**config.mk**
```make
export PLATFORM = sky130hd
export DESIGN_NAME = wb_writer_flat
export DESIGN_NICKNAME = d
export VERILOG_FILES = /design/src/rtl/wb_writer_if.sv /design/src/rtl/wb_writer.sv /design/src/flat_wrapper.sv
export SDC_FILE = /design/constraint.sdc
export NUM_CORES = 1
export LEC_CHECK = 0
export ABC_AREA = 1
export CAP_MARGIN = 10
export CORE_MARGIN = 3
export CORE_UTILIZATION = 35
export DETAILED_ROUTE_END_ITERATION = 7
export PLACE_DENSITY = 0.7
export SKIP_LAST_GASP = 1
export SLEW_MARGIN = 10
export SYNTH_ARGS = -nofsm -noshare
export SYNTH_HDL_FRONTEND = slang
export SYNTH_SLANG_ARGS = --single-unit
```
**constraint.sdc**
```tcl
create_clock -name clk -period 8.45 [get_ports clk]
set_input_delay 1.69 -clock clk [delete_from_list [all_inputs] [get_ports clk]]
set_output_delay 1.69 -clock clk [all_outputs]
set_load 0.03 [all_outputs]
```
**src/rtl/wb_writer_if.sv**
```systemverilog
// Register-file writeback bundle: ALU and mul/div result channels, the pending
// scoreboard and the single register-file write port.
interface wb_writer_if;
  logic        aluValid;
  logic [4:0]  aluAddr;
  logic [31:0] aluData;
  logic        mdValid;
  logic        mdReady;
  logic [4:0]  mdAddr;
  logic [31:0] mdData;
  logic        rsvValid;
  logic [4:0]  rsvAddr;
  logic [31:0] pending;
  logic        regWrite;
  logic [4:0]  wrAddr;
  logic [31:0] wrData;

  modport master (
    output aluValid, aluAddr, aluData,
    output mdValid, mdAddr, mdData,
    output rsvValid, rsvAddr,
    input  mdReady, pending, regWrite, wrAddr, wrData
  );

  modport slave (
    input  aluValid, aluAddr, aluData,
    input  mdValid, mdAddr, mdData,
    input  rsvValid, rsvAddr,
    output mdReady, pending, regWrite, wrAddr, wrData
  );
endinterface

```
**src/rtl/wb_writer.sv**
```systemverilog
// Merges ALU results (fixed priority) and FIFO-buffered mul/div results onto
// one register-file write port, and tracks pending mul/div destinations.
module wb_writer #(
  parameter int unsigned DEPTH = 2
) (
  input  logic        clk,
  input  logic        reset,
  wb_writer_if.slave  bus
);
  localparam int unsigned AW = $clog2(DEPTH);
  localparam int unsigned CW = AW + 1;

  logic [4:0]    fifo_addr [DEPTH];
  logic [31:0]   fifo_data [DEPTH];
  logic [AW-1:0] rd_ptr;
  logic [AW-1:0] wr_ptr;
  logic [CW-1:0] count;

  logic          reg_write;
  logic          from_fifo;
  logic [4:0]    wr_addr;
  logic [31:0]   wr_data;
  logic [31:0]   pending;
  logic [31:0]   pending_next;

  logic          md_ready;
  logic          push;
  logic          alu_win;
  logic          pop;

  // Pop decision uses the registered count, so a fresh push is never popped
  // in the same cycle it arrives.
  always_comb begin
    md_ready = !reset && (count < CW'(DEPTH));
    push     = bus.mdValid && md_ready && (bus.mdAddr != '0);
    alu_win  = bus.aluValid && (bus.aluAddr != '0);
    pop      = !alu_win && (count != '0);
  end

  // Clear first, then set, so a same-edge reservation survives the clear.
  always_comb begin
    pending_next = pending;
    if (reg_write && from_fifo) pending_next[wr_addr] = 1'b0;
    if (bus.rsvValid && (bus.rsvAddr != '0)) pending_next[bus.rsvAddr] = 1'b1;
    pending_next[0] = 1'b0;
  end

  always_ff @(posedge clk) begin
    if (push) begin
      fifo_addr[wr_ptr] <= bus.mdAddr;
      fifo_data[wr_ptr] <= bus.mdData;
    end
  end

  always_ff @(posedge clk) begin
    if (reset) begin
      rd_ptr    <= '0;
      wr_ptr    <= '0;
      count     <= '0;
      reg_write <= 1'b0;
      from_fifo <= 1'b0;
      wr_addr   <= '0;
      wr_data   <= '0;
      pending   <= '0;
    end else begin
      if (push) wr_ptr <= wr_ptr + 1'b1;
      if (pop)  rd_ptr <= rd_ptr + 1'b1;
      case ({push, pop})
        2'b10:   count <= count + 1'b1;
        2'b01:   count <= count - 1'b1;
        default: count <= count;
      endcase

      reg_write <= alu_win || pop;
      from_fifo <= pop;
      if (alu_win) begin
        wr_addr <= bus.aluAddr;
        wr_data <= bus.aluData;
      end else if (pop) begin
        wr_addr <= fifo_addr[rd_ptr];
        wr_data <= fifo_data[rd_ptr];
      end

      pending <= pending_next;
    end
  end

  assign bus.mdReady  = md_ready;
  assign bus.pending  = pending;
  assign bus.regWrite = reg_write;
  assign bus.wrAddr   = wr_addr;
  assign bus.wrData   = wr_data;
endmodule

```
**src/flat_wrapper.sv**
```systemverilog
// flat-port wrapper written by rule: the top's interface ports become plain ports
module wb_writer_flat 
#(
  parameter int unsigned DEPTH = 2
)
  (clk, reset, bus_aluValid, bus_aluAddr, bus_aluData, bus_mdValid, bus_mdAddr, bus_mdData, bus_rsvValid, bus_rsvAddr, bus_mdReady, bus_pending, bus_regWrite, bus_wrAddr, bus_wrData);
  wb_writer_if bus_i ();
  input  logic clk;
  input  logic reset;
  input wire logic [$bits(bus_i.aluValid)-1:0] bus_aluValid;
  input wire logic [$bits(bus_i.aluAddr)-1:0] bus_aluAddr;
  input wire logic [$bits(bus_i.aluData)-1:0] bus_aluData;
  input wire logic [$bits(bus_i.mdValid)-1:0] bus_mdValid;
  input wire logic [$bits(bus_i.mdAddr)-1:0] bus_mdAddr;
  input wire logic [$bits(bus_i.mdData)-1:0] bus_mdData;
  input wire logic [$bits(bus_i.rsvValid)-1:0] bus_rsvValid;
  input wire logic [$bits(bus_i.rsvAddr)-1:0] bus_rsvAddr;
  output wire logic [$bits(bus_i.mdReady)-1:0] bus_mdReady;
  output wire logic [$bits(bus_i.pending)-1:0] bus_pending;
  output wire logic [$bits(bus_i.regWrite)-1:0] bus_regWrite;
  output wire logic [$bits(bus_i.wrAddr)-1:0] bus_wrAddr;
  output wire logic [$bits(bus_i.wrData)-1:0] bus_wrData;
  assign bus_i.aluValid = bus_aluValid;
  assign bus_i.aluAddr = bus_aluAddr;
  assign bus_i.aluData = bus_aluData;
  assign bus_i.mdValid = bus_mdValid;
  assign bus_i.mdAddr = bus_mdAddr;
  assign bus_i.mdData = bus_mdData;
  assign bus_i.rsvValid = bus_rsvValid;
  assign bus_i.rsvAddr = bus_rsvAddr;
  assign bus_mdReady = bus_i.mdReady;
  assign bus_pending = bus_i.pending;
  assign bus_regWrite = bus_i.regWrite;
  assign bus_wrAddr = bus_i.wrAddr;
  assign bus_wrData = bus_i.wrData;
  wb_writer #(.DEPTH(DEPTH)) u_core (.clk(clk), .reset(reset), .bus(bus_i));
endmodule
```
; Word level (Yosys, flattened, before mapping)
; Memory sizes are Yosys's and may differ from the RTL's. A register that Yosys moved wholly into a read port is not among the register bits.
; Cells that the tools add are included.
[word_totals]
word_cells = 60
ff_bits = 75
in_bits = 84
ramBits = 74
mem_count = 2
out_inout_bits = 71
[op_classes]
n_mux = 17
add_sub_neg = 4
reduce_logical = 18
n_bitwise = 3
magnitude_cmp = 5
n_eq_ne = 2
[mem_list]
columns = memory, depth, word_bits, read_ports, rd_clocked_by_memory_dff, wr, line_no
row1 = u_core.fifo_data, 2, 32, 1, 1, 1, wb_writer.sv:14  ; logic [31:0] fifo_data [DEPTH];
row2 = u_core.fifo_addr, 2, 5, 1, 1, 1, wb_writer.sv:13  ; logic [4:0] fifo_addr [DEPTH];
[op_table]
columns = cell, count
row1 = two-way mux 32 bit, 4
row2 = bitwise AND 32 bit, 1
row3 = inverter 32 bit, 1
row4 = OR 32 bit, 1
row5 = nonzero test 5 bit, 3
row6 = "< comparator 5 x 6 -> 1 bit, second input constant", 2
row7 = demux 1 bit (select 5 bit), 2
row8 = "greater-or-equal comparator 5 x 1 -> 1 bit, second input constant", 2
row9 = two-way mux 5 bit, 2
row10 = logical AND 1 bit, 9
row11 = two-way mux 1 bit, 8
row12 = nonzero test 2 bit, 3
row13 = case mux 2 bit (2 select lines), 1
row14 = "adder 1 bit, second input constant", 2
row15 = "adder 2 x 1 -> 2 bit, second input constant", 1
row16 = "== test 2 x 1 -> 1 bit, second input constant", 1
row17 = "== test 2 bit, second input constant", 1
row18 = logical NOT 1 bit, 2
row19 = "< comparator 2 bit, second input constant", 1
row20 = "subtractor 2 x 1 -> 2 bit, second input constant", 1
row21 = logical OR 1 bit, 1

; Longest topological paths before layout
[logic_depth]
depth_word = 9
depth_mapped = 10
depth_no_buf = 10

; Worst setup path after synthesis
; Ideal clock, no wire load.
[synth_timing]
path_kind = in2out
start = input port reset
end = output port bus_mdReady
required_time_ns = 6.760
path_stages = 3
n_path_buf = 2
slack_ns = 4.261
t_arrival_ns = 2.499
path_cell_list = clkbuf_1 > clkbuf_1 > nor2_1
[synth_between]
elab_chain_cells = 2
[synth_rtl]
columns = item, line_no
row1 = from (decl), flat_wrapper.sv:9  ; input logic reset;
row2 = logical NOT 1 bit, wb_writer.sv:34  ; md_ready = !reset && (count < CW'(DEPTH));
row3 = logical AND 1 bit, wb_writer.sv:34
row4 = to (decl), flat_wrapper.sv:18  ; output wire logic [$bits(bus_i.mdReady)-1:0] bus_mdReady;
; Every way passes these cells.

; Worst setup path after layout
; Same ends and word-level chain as after synthesis.

==> flow_metrics.env <==
export IMPL_outcome="complete, no violations"
export IMPL_crit_start="reset"
export IMPL_drtIter0Drc=427
export IMPL_antenna_cells=0
export IMPL_ioPinCount=155
export IMPL_drt_total_wl_um=16700
export IMPL_wl_per_cell_um=15.6
export IMPL_dr_pass1_iters=5
export IMPL_ys_warn_count=0
export IMPL_grt_pass1_vias=4863
export IMPL_grt_max_degree=65
export IMPL_synth_distinct_cells=25
export IMPL_fin_crit_sh=0.571
export IMPL_ir_drop_v=0.000141
export IMPL_ys_seq_area_frac=0.603
export IMPL_avgSynthCellArea_um2=8.84
export IMPL_hold_path_depth=2
export IMPL_min_delay_start="u_core.bus.pending[6]"
export IMPL_rsz0062_at_grt="no"
export IMPL_clock_latency_ns=0.42
export IMPL_ctsResizeCount=0
export IMPL_multi_input_area_mm2=0.00205
export IMPL_cp_start_kind="input pin"
export IMPL_finalCriticalPeriod_ns=4.83
export IMPL_num_vias=5333
export IMPL_cts_setup_buffers=0
export IMPL_syn_num_nets=783
export IMPL_path_max_fanout=48
export IMPL_crit_required_ns=6.76
export IMPL_seq_area_mm2=0.00372
export IMPL_crit_chain="buf_2 -> nor2_1 -> clkdlybuf4s50_1"
export IMPL_worstSetupEndpointType="output pin"
export IMPL_drive_gt1_frac=0.0575
export IMPL_path_delay_family="buffers and inverters"
export IMPL_worstSetupPathDepth=3
export IMPL_criticalPathCategory="in2out"
export IMPL_htreeDepth=4
export IMPL_ant_nets=0
export IMPL_vias_per_cell=4.97
export IMPL_netlist_area_mm2=0.00617
export IMPL_slowest_stage="buf_2"
export IMPL_dpl_hpwl_um=11200
export IMPL_gp_congestion=0.871
export IMPL_fmax_ghz=0.207
export IMPL_r2r_cells=9
export IMPL_num_rows=47
export IMPL_io_buffer_count=153
export IMPL_finalSetupViolCount=0
export IMPL_drc=0
export IMPL_powerDensity_mw_per_mm2=240
export IMPL_hold_violations=0
export IMPL_ctsHoldBuffers=0
export IMPL_drv_cap=0
export IMPL_antenna_found_initial=3
export IMPL_chipHeight_um=139
export IMPL_cts_root_buf="clkbuf_16"
export IMPL_start_util=0.364
export IMPL_cts_tree="built"
export IMPL_cts_sinks=149
export IMPL_fin_tns_setup_ns=0
export IMPL_coreArea_mm2=0.0169
export IMPL_num_fill_cells=1536
export IMPL_max_stage_delay_ns=0.67
export IMPL_grt_pass1_wl_um=26100
export IMPL_arrival_ns=3.14
export IMPL_path_clk_slew_ns=0.06
export IMPL_grt_total_usage=0.171
export IMPL_synth_seq_cells=149
export IMPL_worstReg2RegStart="u_core.count[0]"
export IMPL_leakage_uw=0.00336
export IMPL_fp_dieW_um=139
export IMPL_skew_ns=0.0101
export IMPL_synthCells=698
export IMPL_dpl_cell_area_mm2=0.00781
export IMPL_numCtsBuffers=17
export IMPL_area_delta_synth_final_pct=37.3
export IMPL_drv_slew=0
export IMPL_maxSlewHeadroom=0.301
export IMPL_crit_buf_inv=2
export IMPL_dieArea_mm2=0.0193
export IMPL_holdCritPathClass="reg2reg"
export IMPL_gr_total_overflow=0
export IMPL_fin_nets=924
export IMPL_clockBufferDepth=2
export IMPL_worstMarginPinSlew_ns=1.05
export IMPL_finalInstanceArea_mm2=0.00847
power by group:
part           total, µW  switching [µW]  leakage [µW]  internal (µW)
logic                398             256       0.00178            142
clock network        797             301      0.000298            496
registers            839            27.8       0.00129            811
kinds of logic after synthesis:
group / synth area share
other: 0.000608
AND/OR/NAND/NOR: 0.265
buffers and inverters: 0.0651
adder cells (fa/ha/maj): 0.00203
XOR/XNOR: 0.00142
AO/OA/AOI/OAI: 0.0624
flip-flops: 0.603
Yosys cell counts:
master      n  area share
nand2_1   193        0.12
nand3_1   122       0.099
dfxtp_1    75        0.24
edfxtp_1   74        0.36
inv_1      52       0.032
a21oi_1    43       0.035
nor2_1     42       0.026
o21ai_0    34       0.028
nor3_1     12      0.0097
clkbuf_1   11      0.0067
buf_2      10      0.0081
buf_4       8      0.0097
buf_1       4      0.0024
inv_2       3      0.0018
nor3_2      3      0.0049
buf_6       2      0.0036
nand2_4     2      0.0036
conb_1      1     0.00061
ha_1        1      0.0020
inv_4       1      0.0010
nand2_2     1      0.0010
nand3_2     1      0.0016
nor2_2      1      0.0010
nor3b_1     1      0.0012
xor2_1      1      0.0014
through the flow:
step / worst slack (ns) / cells / utilization / power [µW] / hold slack (ns)
finish: 3.62 / 1072 / 0.500 / 2030 / 0.475
global route: 3.52 / 1072 / 0.500 / 2130 / 0.481
CTS: 3.59 / 1071 / 0.499 / 2050 / 0.477
detailed placement: 3.44 / 1039 / 0.461 / 1250 / 0.466
global placement: 3.48 / 1039 / 0.461 / 1250 / 0.458
floorplan: 4.26 / 698 / - / 1100 / 0.467
final timing paths:
path	endpoint	slack (ns)
setup / recovery	bus_mdReady	3.62
hold / removal	u_core.bus.pending[6]	0.48
setup reg to reg	u_core.count[1]	6.33
hold reg to reg	u_core.bus.pending[6]	0.48
cells in the final DEF (no fill, tap or decap), types with 2 or more instances in the layout:
master and instances:
edfxtp_1 74, o21ai_0 34, clkdlybuf4s50_1 152, nor3_1 12, nand3_1 122, a21oi_1 43
clkbuf_16 17, buf_4 3, clkinv_4 3, clkinvlp_4 3, nor2_1 41, inv_1 52
nor3_2 3, inv_2 3, dfxtp_1 75, inv_6 3, bufinv_16 4, nand2_4 2
nand2_1 193
registers in the layout, summed over array words and instances, names as in the netlist, named ones only:
name                 count
u_core.from_fifo         1
u_core.bus.regWrite      1
u_core.bus.wrData       32
u_core.wr_ptr            1
u_core.fifo_addr        10
u_core.bus.pending      31
u_core.count             2
u_core.fifo_data        64
u_core.bus.wrAddr        5
u_core.rd_ptr            1
worst min-delay path, cell delays in order, from the launching register on:
cell and delay [ns]:
dfxtp_1 0.31, o21ai_0 0.06, a21oi_1 0.06
per-layer routing:
| metal | track usage | wire, µm | up-vias |
|---|---|---|---|
| li1 | - | - | 2598 |
| met1 | 0.231 | 7210 | 2444 |
| met2 | 0.260 | 7530 | 260 |
| met3 | 0.0597 | 1700 | 25 |
| met4 | 0.0546 | 236 | 6 |
| met5 | 0 | 36 | - |
layout make-up:
class,count,area share
Sequential cell,149,0.440
Inverter,56,0.0251
Multi-Input combinational cell,458,0.242
Timing Repair Buffer,157,0.186
Clock buffer,17,0.0502
Clock inverter,15,0.0241
Tap cell,220,0.0325
No activity file was read; power rests on OpenSTA's default activity.
